### config.mk
export PLATFORM = sky130hd
export DESIGN_NAME = bus_master_burst
export DESIGN_NICKNAME = d
export VERILOG_FILES = /design/src/rtl/bus_pkg.sv /design/src/rtl/bus_shift_tx.sv /design/src/rtl/bus_master_burst.sv
export SDC_FILE = /design/constraint.sdc
export NUM_CORES = 1
export LEC_CHECK = 0
export ABC_AREA = 1
export BUFFER_PORTS_ARGS = -buffer_cell sky130_fd_sc_hd__buf_4
export CAP_MARGIN = 20
export CORE_UTILIZATION = 32
export CTS_CLUSTER_SIZE = 30
export DETAILED_ROUTE_END_ITERATION = 6
export PLACE_DENSITY_LB_ADDON = 0.05
export SYNTH_ARGS = -nofsm -noshare
export SYNTH_HDL_FRONTEND = slang
export SYNTH_SLANG_ARGS = --single-unit
### constraint.sdc
create_clock -name clk -period 2.7 [get_ports clk]
set_input_delay 0.27 -clock clk [delete_from_list [all_inputs] [get_ports clk]]
set_output_delay 0.27 -clock clk [all_outputs]
set_load 0.02 [all_outputs]
### src/rtl/bus_pkg.sv
// Shared types and default sizes for the burst bus master: FSM state encoding,
// rw encoding and the default field lengths.
package bus_pkg;

  typedef enum logic [3:0] {
    IDLE  = 4'd0,
    REQ   = 4'd1,
    SEL   = 4'd2,
    ADDR  = 4'd3,
    BURST = 4'd4,
    WAIT  = 4'd5,
    WDATA = 4'd6,
    RDATA = 4'd7,
    DONE  = 4'd8
  } state_e;

  localparam logic RW_READ  = 1'b1;
  localparam logic RW_WRITE = 1'b0;

  localparam int DEF_ADDR_LEN    = 12;
  localparam int DEF_DATA_LEN    = 8;
  localparam int DEF_BURST_LEN   = 12;
  localparam int DEF_SLAVE_LEN   = 2;
  localparam int DEF_TIMEOUT_CYC = 255;

  function automatic int max_int(input int a, input int b);
    return (a > b) ? a : b;
  endfunction

endpackage

### src/rtl/bus_shift_tx.sv
// Parallel-in serial-out shifter, LSB first. load has priority over shift;
// serial_out is always bit 0 of the register.
module bus_shift_tx #(
  parameter int WIDTH = 12
) (
  input  logic             clk,
  input  logic             reset,
  input  logic             load,
  input  logic             shift,
  input  logic [WIDTH-1:0] load_data,
  output logic             serial_out
);

  logic [WIDTH-1:0] sh_q, sh_d;

  always_comb begin
    sh_d = sh_q;
    if (load) begin
      sh_d = load_data;
    end else if (shift) begin
      sh_d = {1'b0, sh_q[WIDTH-1:1]};
    end
  end

  always_ff @(posedge clk or negedge reset) begin
    if (!reset) begin
      sh_q <= '0;
    end else begin
      sh_q <= sh_d;
    end
  end

  assign serial_out = sh_q[0];

endmodule

### src/rtl/bus_master_burst.sv
// Serial burst bus master: arbitration, serial select/address/burst header,
// then burst_num+1 serial data beats. Optional REQ/WAIT timeout: MASTER_TIMEOUT_EN.
module bus_master_burst
  import bus_pkg::*;
#(
  parameter int ADDR_LEN    = DEF_ADDR_LEN,
  parameter int DATA_LEN    = DEF_DATA_LEN,
  parameter int BURST_LEN   = DEF_BURST_LEN,
  parameter int SLAVE_LEN   = DEF_SLAVE_LEN,
  parameter int TIMEOUT_CYC = DEF_TIMEOUT_CYC
) (
  input  logic                 clk,
  input  logic                 reset,
  input  logic                 start,
  input  logic                 rw,
  input  logic [ADDR_LEN-1:0]  address,
  input  logic [DATA_LEN-1:0]  wdata,
  input  logic [BURST_LEN-1:0] burst_num,
  input  logic [SLAVE_LEN-1:0] slave_select,
  input  logic                 approval_grant,
  input  logic                 busy,
  input  logic                 slave_ready,
  input  logic                 slave_valid,
  input  logic                 rx_data,
  output logic                 approval_request,
  output logic                 tx_line,
  output logic                 master_valid,
  output logic                 master_ready,
  output logic                 write_en,
  output logic                 read_en,
  output logic                 wdata_req,
  output logic [DATA_LEN-1:0]  rdata,
  output logic                 new_rx,
  output logic                 tx_done,
  output logic                 timeout_err,
  output logic [3:0]           state_dbg
);

  localparam int SW = max_int(max_int(ADDR_LEN, BURST_LEN), max_int(DATA_LEN, SLAVE_LEN));
  localparam int CW = $clog2(SW + 1);
  localparam int TW = $clog2(TIMEOUT_CYC + 1);

`ifdef MASTER_TIMEOUT_EN
  localparam bit TO_EN = 1'b1;
`else
  localparam bit TO_EN = 1'b0;
`endif

  state_e               state_q, state_d;
  logic                 rw_q, rw_d;
  logic [ADDR_LEN-1:0]  addr_q, addr_d;
  logic [SLAVE_LEN-1:0] sel_q, sel_d;
  logic [BURST_LEN-1:0] burst_q, burst_d;
  logic [CW-1:0]        cnt_q, cnt_d;
  logic [BURST_LEN:0]   beats_q, beats_d;
  logic [DATA_LEN-1:0]  rx_sh_q, rx_sh_d;
  logic [DATA_LEN-1:0]  rdata_q, rdata_d;
  logic                 new_rx_q, new_rx_d;
  logic                 wdata_req_q, wdata_req_d;
  logic [TW-1:0]        to_cnt_q, to_cnt_d;
  logic                 to_err_q, to_err_d;

  logic                 sh_load, sh_shift, sh_out;
  logic [SW-1:0]        sh_data;
  logic                 beat_last, to_hit;
  logic [DATA_LEN-1:0]  rx_next;

  // Beat counter is one bit wider than burst_num so an all-ones burst runs
  // 2^BURST_LEN beats without wrapping.
  assign beat_last = (beats_q == {1'b0, burst_q});
  assign to_hit    = TO_EN && (to_cnt_q == TW'(TIMEOUT_CYC - 1));
  assign rx_next   = {rx_data, rx_sh_q[DATA_LEN-1:1]};

  bus_shift_tx #(.WIDTH(SW)) u_shift_tx (
    .clk        (clk),
    .reset      (reset),
    .load       (sh_load),
    .shift      (sh_shift),
    .load_data  (sh_data),
    .serial_out (sh_out)
  );

  always_ff @(posedge clk or negedge reset) begin
    if (!reset) begin
      state_q <= IDLE;
    end else begin
      state_q <= state_d;
    end
  end

  always_comb begin
    state_d     = state_q;
    rw_d        = rw_q;
    addr_d      = addr_q;
    sel_d       = sel_q;
    burst_d     = burst_q;
    cnt_d       = cnt_q;
    beats_d     = beats_q;
    rx_sh_d     = rx_sh_q;
    rdata_d     = rdata_q;
    new_rx_d    = 1'b0;
    wdata_req_d = 1'b0;
    to_cnt_d    = '0;
    to_err_d    = to_err_q;
    sh_load     = 1'b0;
    sh_shift    = 1'b0;
    sh_data     = '0;
    case (state_q)
      IDLE: begin
        to_err_d = 1'b0;
        if (start) begin
          rw_d    = rw;
          addr_d  = address;
          sel_d   = slave_select;
          burst_d = burst_num;
          cnt_d   = '0;
          beats_d = '0;
          state_d = REQ;
        end
      end
      REQ: begin
        if (approval_grant && !busy) begin
          sh_load                   = 1'b1;
          sh_data[SLAVE_LEN-1:0]    = sel_q;
          cnt_d                     = '0;
          state_d                   = SEL;
        end else if (to_hit) begin
          to_err_d = 1'b1;
          state_d  = DONE;
        end else begin
          to_cnt_d = to_cnt_q + 1'b1;
        end
      end
      SEL: begin
        if (cnt_q == CW'(SLAVE_LEN - 1)) begin
          sh_load                = 1'b1;
          sh_data[ADDR_LEN-1:0]  = addr_q;
          cnt_d                  = '0;
          state_d                = ADDR;
        end else begin
          sh_shift = 1'b1;
          cnt_d    = cnt_q + 1'b1;
        end
      end
      ADDR: begin
        if (cnt_q == CW'(ADDR_LEN - 1)) begin
          sh_load                = 1'b1;
          sh_data[BURST_LEN-1:0] = burst_q;
          cnt_d                  = '0;
          state_d                = BURST;
        end else begin
          sh_shift = 1'b1;
          cnt_d    = cnt_q + 1'b1;
        end
      end
      BURST: begin
        if (cnt_q == CW'(BURST_LEN - 1)) begin
          cnt_d   = '0;
          state_d = WAIT;
        end else begin
          sh_shift = 1'b1;
          cnt_d    = cnt_q + 1'b1;
        end
      end
      WAIT: begin
        if (slave_ready) begin
          cnt_d = '0;
          if (rw_q == RW_READ) begin
            state_d = RDATA;
          end else begin
            sh_load               = 1'b1;
            sh_data[DATA_LEN-1:0] = wdata;
            state_d               = WDATA;
          end
        end else if (to_hit) begin
          to_err_d = 1'b1;
          state_d  = DONE;
        end else begin
          to_cnt_d = to_cnt_q + 1'b1;
        end
      end
      WDATA: begin
        if (cnt_q == CW'(DATA_LEN - 1)) begin
          cnt_d = '0;
          if (beat_last) begin
            state_d = DONE;
          end else begin
            beats_d     = beats_q + 1'b1;
            wdata_req_d = 1'b1;
            state_d     = WAIT;
          end
        end else begin
          sh_shift = 1'b1;
          cnt_d    = cnt_q + 1'b1;
        end
      end
      RDATA: begin
        // Bits only count on slave_valid; idle cycles leave the shifter untouched.
        if (slave_valid) begin
          rx_sh_d = rx_next;
          if (cnt_q == CW'(DATA_LEN - 1)) begin
            rdata_d  = rx_next;
            new_rx_d = 1'b1;
            cnt_d    = '0;
            if (beat_last) begin
              state_d = DONE;
            end else begin
              beats_d = beats_q + 1'b1;
              state_d = WAIT;
            end
          end else begin
            cnt_d = cnt_q + 1'b1;
          end
        end
      end
      DONE: begin
        state_d = IDLE;
      end
      default: begin
        state_d = IDLE;
      end
    endcase
  end

  always_ff @(posedge clk or negedge reset) begin
    if (!reset) begin
      rw_q        <= 1'b0;
      addr_q      <= '0;
      sel_q       <= '0;
      burst_q     <= '0;
      cnt_q       <= '0;
      beats_q     <= '0;
      rx_sh_q     <= '0;
      rdata_q     <= '0;
      new_rx_q    <= 1'b0;
      wdata_req_q <= 1'b0;
      to_cnt_q    <= '0;
      to_err_q    <= 1'b0;
    end else begin
      rw_q        <= rw_d;
      addr_q      <= addr_d;
      sel_q       <= sel_d;
      burst_q     <= burst_d;
      cnt_q       <= cnt_d;
      beats_q     <= beats_d;
      rx_sh_q     <= rx_sh_d;
      rdata_q     <= rdata_d;
      new_rx_q    <= new_rx_d;
      wdata_req_q <= wdata_req_d;
      to_cnt_q    <= to_cnt_d;
      to_err_q    <= to_err_d;
    end
  end

  always_comb begin
    approval_request = 1'b0;
    tx_line          = 1'b0;
    master_valid     = 1'b0;
    master_ready     = 1'b0;
    write_en         = 1'b0;
    read_en          = 1'b0;
    tx_done          = 1'b0;
    timeout_err      = 1'b0;
    case (state_q)
      REQ: begin
        approval_request = 1'b1;
      end
      SEL, ADDR, BURST, WDATA: begin
        approval_request = 1'b1;
        tx_line          = sh_out;
        master_valid     = 1'b1;
        write_en         = (rw_q == RW_WRITE);
        read_en          = (rw_q == RW_READ);
      end
      WAIT: begin
        approval_request = 1'b1;
        write_en         = (rw_q == RW_WRITE);
        read_en          = (rw_q == RW_READ);
      end
      RDATA: begin
        approval_request = 1'b1;
        master_ready     = 1'b1;
        write_en         = (rw_q == RW_WRITE);
        read_en          = (rw_q == RW_READ);
      end
      DONE: begin
        tx_done     = 1'b1;
        timeout_err = to_err_q;
      end
      default: begin
      end
    endcase
  end

  assign wdata_req = wdata_req_q;
  assign new_rx    = new_rx_q;
  assign rdata     = rdata_q;
  assign state_dbg = state_q;

endmodule
* Yosys cells after proc, flatten, opt, wreduce, memory -nomap -nowiden
Index checks and enable logic that the tools add are counted.
** Word-level totals
- Input bits :: 43
- Bits in writable memories :: 0
- Logic and storage cells :: 107
- Bits in latches :: 0
- Memories kept :: 0
- ROM bits :: 0
- Register bits after elaboration :: 78
** Operators by class
- Bitwise gates (word level) :: 1
- Equality and inequality tests :: 19
- Divide/modulo/power cells :: 0
- Reductions and logical operators :: 16
- $lt $le $gt $ge :: 0
- $mul :: 0
- Shift operators :: 0
- Multiplexer cells :: 57
- Add/sub/neg operators :: 2
** Operators by type and width (count)
- two-way mux 4 bit :: 16
- two-way mux 13 bit :: 4
- two-way mux 12 bit :: 4
- case mux 13 bit (3 select lines) :: 1
- case mux 4 bit (8 select lines) :: 1
- case mux 4 bit (7 select lines) :: 1
- two-way mux 1 bit :: 22
- == test 4 x 3 -> 1 bit, second input constant :: 5
- case mux 6 bit (3 select lines) :: 1
- two-way mux 8 bit :: 2
- inequality test 2 bit, second input constant :: 7
- adder 13 x 1 -> 13 bit, second input constant :: 1
- == test 13 x 12 -> 1 bit :: 1
- == test 4 x 1 -> 1 bit, second input constant :: 2
- == test 4 x 2 -> 1 bit, second input constant :: 2
- == test 4 bit, second input constant :: 2
- case mux 2 bit (4 select lines) :: 1
- case mux 4 bit (2 select lines) :: 1
- AND reduction 7 bit :: 1
- nonzero test 7 bit :: 1
- OR reduction 7 bit :: 1
- AND reduction 3 bit :: 2
- OR reduction 6 bit :: 1
- AND reduction 5 bit :: 1
- 13 further kinds :: 14

* Longest topological paths before layout
- Depth in word-level cells :: 5
- Depth in mapped cells :: 12

* Hierarchy
From an unflattened synthesis, not the netlist that was laid out.
** Second synthesis, totals
- Cells, all modules :: 560
- Area total of the unflattened synthesis :: 4191.5 um^2
** By module, submodules not included
- bus_master_burst :: instances 1, cells an instance 495, area each 3644.7 um^2
- bus_shift_tx :: instances 1, cells an instance 65, area each 546.8 um^2

* Worst setup path before layout
OpenSTA, ideal clock, no wires.
- Kind :: register to output
- Start :: reg state_q[0] (netlist: state_dbg[0])
- End :: out tx_line
- Path buffers :: 1
- Arrival :: 1.569 ns
- Required time :: 2.430 ns
- Cell stages (with the launch flop) :: 7
- Path slack :: 0.861 ns
- Cells stage by stage :: dfrtp_1 > buf_2 > inv_1 > nand2_1 > o21ai_0 > nand2_1 > inv_1
** Between the ends
- Cells in the longest elaborated chain, start to end :: 3
- Elaborated cells between the ends (all ways) :: 6
- Classes of those cells :: eq/ne: 4; mux: 1; reduce/logical: 1
** RTL lines
- start: declaration :: line bus_master_burst.sv:49 : state_e state_q, state_d;
- start signal: assignment :: line bus_master_burst.sv:87 : state_q <= state_d;
- == test 4 x 3 -> 1 bit or == test 4 x 2 -> 1 bit (tied branches) :: line bus_master_burst.sv:264 : case (state_q)
- OR reduction 4 bit * :: line bus_master_burst.sv:264
- two-way mux 1 bit * :: line bus_master_burst.sv:264
- end: declaration :: line bus_master_burst.sv:26 : output logic tx_line,
Every way passes the cells marked *; elsewhere a longest branch is shown, timed or not.

* Worst setup path after layout
- Start :: reg cnt_q[0]
- End :: reg u_shift_tx.sh_q[7]
** Between the ends
- Cells in the longest elaborated chain, start to end :: 4
- Elaborated cells between the ends (all ways) :: 15
- Classes of those cells :: eq/ne: 3; mux: 11; reduce/logical: 1
** RTL lines
- start: declaration :: line bus_master_burst.sv:54 : logic [CW-1:0] cnt_q, cnt_d;
- start signal: assignment :: line bus_master_burst.sv:244 : cnt_q <= cnt_d;
- == test 4 bit, or another cell as far along :: line bus_master_burst.sv:146, bus_master_burst.sv:157
- two-way mux 1 bit, or another cell as far along :: line bus_master_burst.sv:146 : if (cnt_q == CW'(ADDR_LEN - 1)) begin
- case mux 1 bit (4 select lines), or another cell as far along :: line bus_master_burst.sv:108 : case (state_q)
- two-way mux 12 bit or nonzero test 2 bit (tied branches)
- end signal: assignment :: line bus_shift_tx.sv:27 : sh_q <= '0;
- end signal: assignment :: line bus_shift_tx.sv:29 : sh_q <= sh_d;
- end: declaration :: line bus_shift_tx.sv:14 : logic [WIDTH-1:0] sh_q, sh_d;
Parallel ways exist; a longest one is shown, timed or not.
A chain may end at the register's enable or synchronous reset.

==> flow_summary.toml <==
[status]
status = "finished clean"

[logic_synthesis]
synth_nets = 607
yosysWarnings = 0
async_flop_share_pct = 100
synth_top_area_share_pct = 44.5
synth.area.top_cells = "dfrtp_1 44%, nand2_1 15%, nand3_1 5.9%"
synth_cells = 561
yosysUniqueCellTypes = 34
syn-cell-area_um2 = 4330
syn_avg_cell_area_um2 = 7.72
yosys.area.top_type = "dfrtp_1"
ys_seq_elements = 77
synth_edf_count = 0
synth_ff_type = "dfrtp_1"
ys_seq_area_share_pct = 44.5

[final_layout]
design_area_um2 = 5290
drive_gt1_share_pct = 22.9
final_cell_mix = "175 x nand2_1, 77 x dfrtp_1, 68 x buf_4"
layout_commonest_cell = "nand2_1"
nets = 670
diodes = 0
instances_no_fill = 805
syn_to_final_growth_pct = 22.0

[cts]
cts_tree = "built"
cts_buffers = 9
clockBufferDepth = 2
clk_pin_slew_ns = 0.06
cts-root-buf = "clkbuf_16"
cts_resized = 0
cts.sinks = 77
clk_latency_ns = 0.34
htreeDepth = 3

[setup_path]
startpoint_type = "register"
critPathSlowestCell = "dfrtp_1"
endpoint_kind = "register"
cp.buffers_inverters = 0
max_stage_delay_ns = 0.43
cp.arrival_ns = 2.50
timing.rr.start = "cnt_q[0]$_DFFE_PN0P_"
cp_top_family = "simple AND/OR/NAND/NOR gates"
critical_path_class = "register to register"
crit_chain = "ha_1 > nand3_1 > nor2_4 > nor2_2 > and2_4 > nand2_4 > nand2_2 > nand2_1"
worstSetupStartpoint = "cnt_q[0]$_DFFE_PN0P_"
critPathMaxFanout = 13
worstPathRequired_ns = 2.93

[sta]
holdWs_ns = 0.156
clock_skew_ns = 0.00466
period_needed_ns = 2.26
slew_viol_final = 0
finalCritPeriodShare_pct = 83.9
setup_viol = 0
max_freq_mhz = 442
rsz0062_at_grt = "no"
worst_pin_slew_ns = 0.786
relSlewSlack_pct = 47.4
setup_tns_ns = 0
hold_violations = 0

[pwr]
total_power_mw = 4.97
powerDensity_nw_per_um2 = 940
vdd.ir_drop.worst_uv = 551
p_leak_nw = 2.64

[global_route]
grt_util_all_layers_pct = 17.8
grt_max_degree = 78
grt_pass1_wl_mm = 19.2
grt_pass1_vias = 3708
antenna_found_initial = 0
overflow = 0

[placement]
finalWeightedCongestion = 0.783
port_buffers = 63
dpl_cell_area_um2 = 4930
dp.cells = 787
hpwl_mm = 8.29

[floorplan]
die-area_um2 = 14000
rows = 42
start_util_pct = 32.7
die_h_um = 118
coreArea_um2 = 13200
pin_count = 65
die_w_um = 118

[detailed_routing]
via_per_inst = 4.68
drc = 0
drt_wl_total_mm = 11.6
first_pass_iters = 4
final_antenna_net_count = 0
wl_per_cell_um = 14.4
initialDrtViolationCount = 141
vias = 3768

[min_path]
hold_path.class = "input port to register"
hold_path.startpoint = "address[2]"

[flow_run]
drv_cap = 0
[layer usage]
layer	vias to the layer above	wire [µm]	track usage, %
met3	15	576	3.23
li1	1918	-	-
met1	1735	5590	23.8
met4	0	247	8.25
met2	100	5200	27.7
met5	-	0	0
[final timing paths]
path                                             endpoint  slack, ns  cells past startpoint
setup / recovery           u_shift_tx.sh_q[7]$_DFFE_PN0P_       0.44                      8
hold / removal                      addr_q[2]$_DFFE_PN0P_       0.16                      2
setup reg to reg           u_shift_tx.sh_q[7]$_DFFE_PN0P_       0.44                      8
hold reg to reg                    rx_sh_q[5]$_DFFE_PN0P_       0.48                      2
max in group asynchronous        state_dbg[1]$_DFFE_PN0P_       1.73                      3
min in group asynchronous          beats_q[5]$_DFFE_PN0P_       0.37                      2
[state kept, by name, summed over array words and instances (netlist names)]
register,cells
burst_q,12
rdata,8
rx_sh_q,7
state_dbg,4
cnt_q,4
u_shift_tx.sh_q,12
beats_q,13
addr_q,12
new_rx,1
wdata_req,1
sel_q,2
rw_q,1
[cell usage after synthesis (4+ instances only)]
cell	count
a21oi_1	16
a22oi_1	4
buf_2	8
buf_4	4
dfrtp_1	77
inv_1	50
inv_2	6
mux2_2	18
nand2_1	175
nand2_2	18
nand3_1	51
nand4_1	11
nor2_1	56
nor2_2	5
nor2_4	6
nor3_1	5
o21ai_0	14
o21ai_1	9
xor2_1	5
[report_power, final]
group	switching, mW	internal [mW]
combinational	1.19	0.697
sequential	0.287	1.48
clock	0.496	0.814
[cells by family (layout without fill, tap and decap cells)]
kind of cell / after synthesis / count (layout) / share of synthesized area (%)
other: 1 / 1 / 0.0865
AND/OR/NAND/NOR: 334 / 334 / 34.5
flip-flops: 77 / 77 / 44.5
XOR/XNOR: 8 / 8 / 1.62
adder cells (fa/ha/maj): 3 / 3 / 0.866
AO/OA/AOI/OAI: 46 / 46 / 5.86
buffers and inverters: 74 / 142 / 7.91
multiplexers: 18 / 18 / 4.68
[worst reg2reg max path: cells and delay by family (launching register included)]
family | cells | cell delay [ns]
and+or+nand+nor | 7 | 1.49
adders and majority gates | 1 | 0.25
DFF | 1 | 0.43
[layout make-up]
| type | count | area [µm²] |
|---|---|---|
| Fill cell | 1406 | 7960 |
| Multi-Input combinational cell | 410 | 2060 |
| Sequential cell | 77 | 1930 |
| Timing Repair Buffer | 70 | 548 |
| Clock buffer | 11 | 233 |
| Tap cell | 176 | 220 |
| Inverter | 56 | 210 |
| Clock inverter | 5 | 85.1 |
[per-stage QoR]
stage / setup WS (ns) / util [%]
after floorplan: 0.861 / -
after global placement: 0.501 / 37.2
after detailed placement: 0.436 / 37.2
after CTS: 0.410 / 39.6
after global routing: 0.255 / 39.9
final: 0.436 / 39.9
[timing repair]
action                                 4_1_cts  5_1_grt
hold buffers                                 0        1
endpoints found under the hold margin        0       20
setup buffers                                0        0
Power figures use the tool's default switching activity.
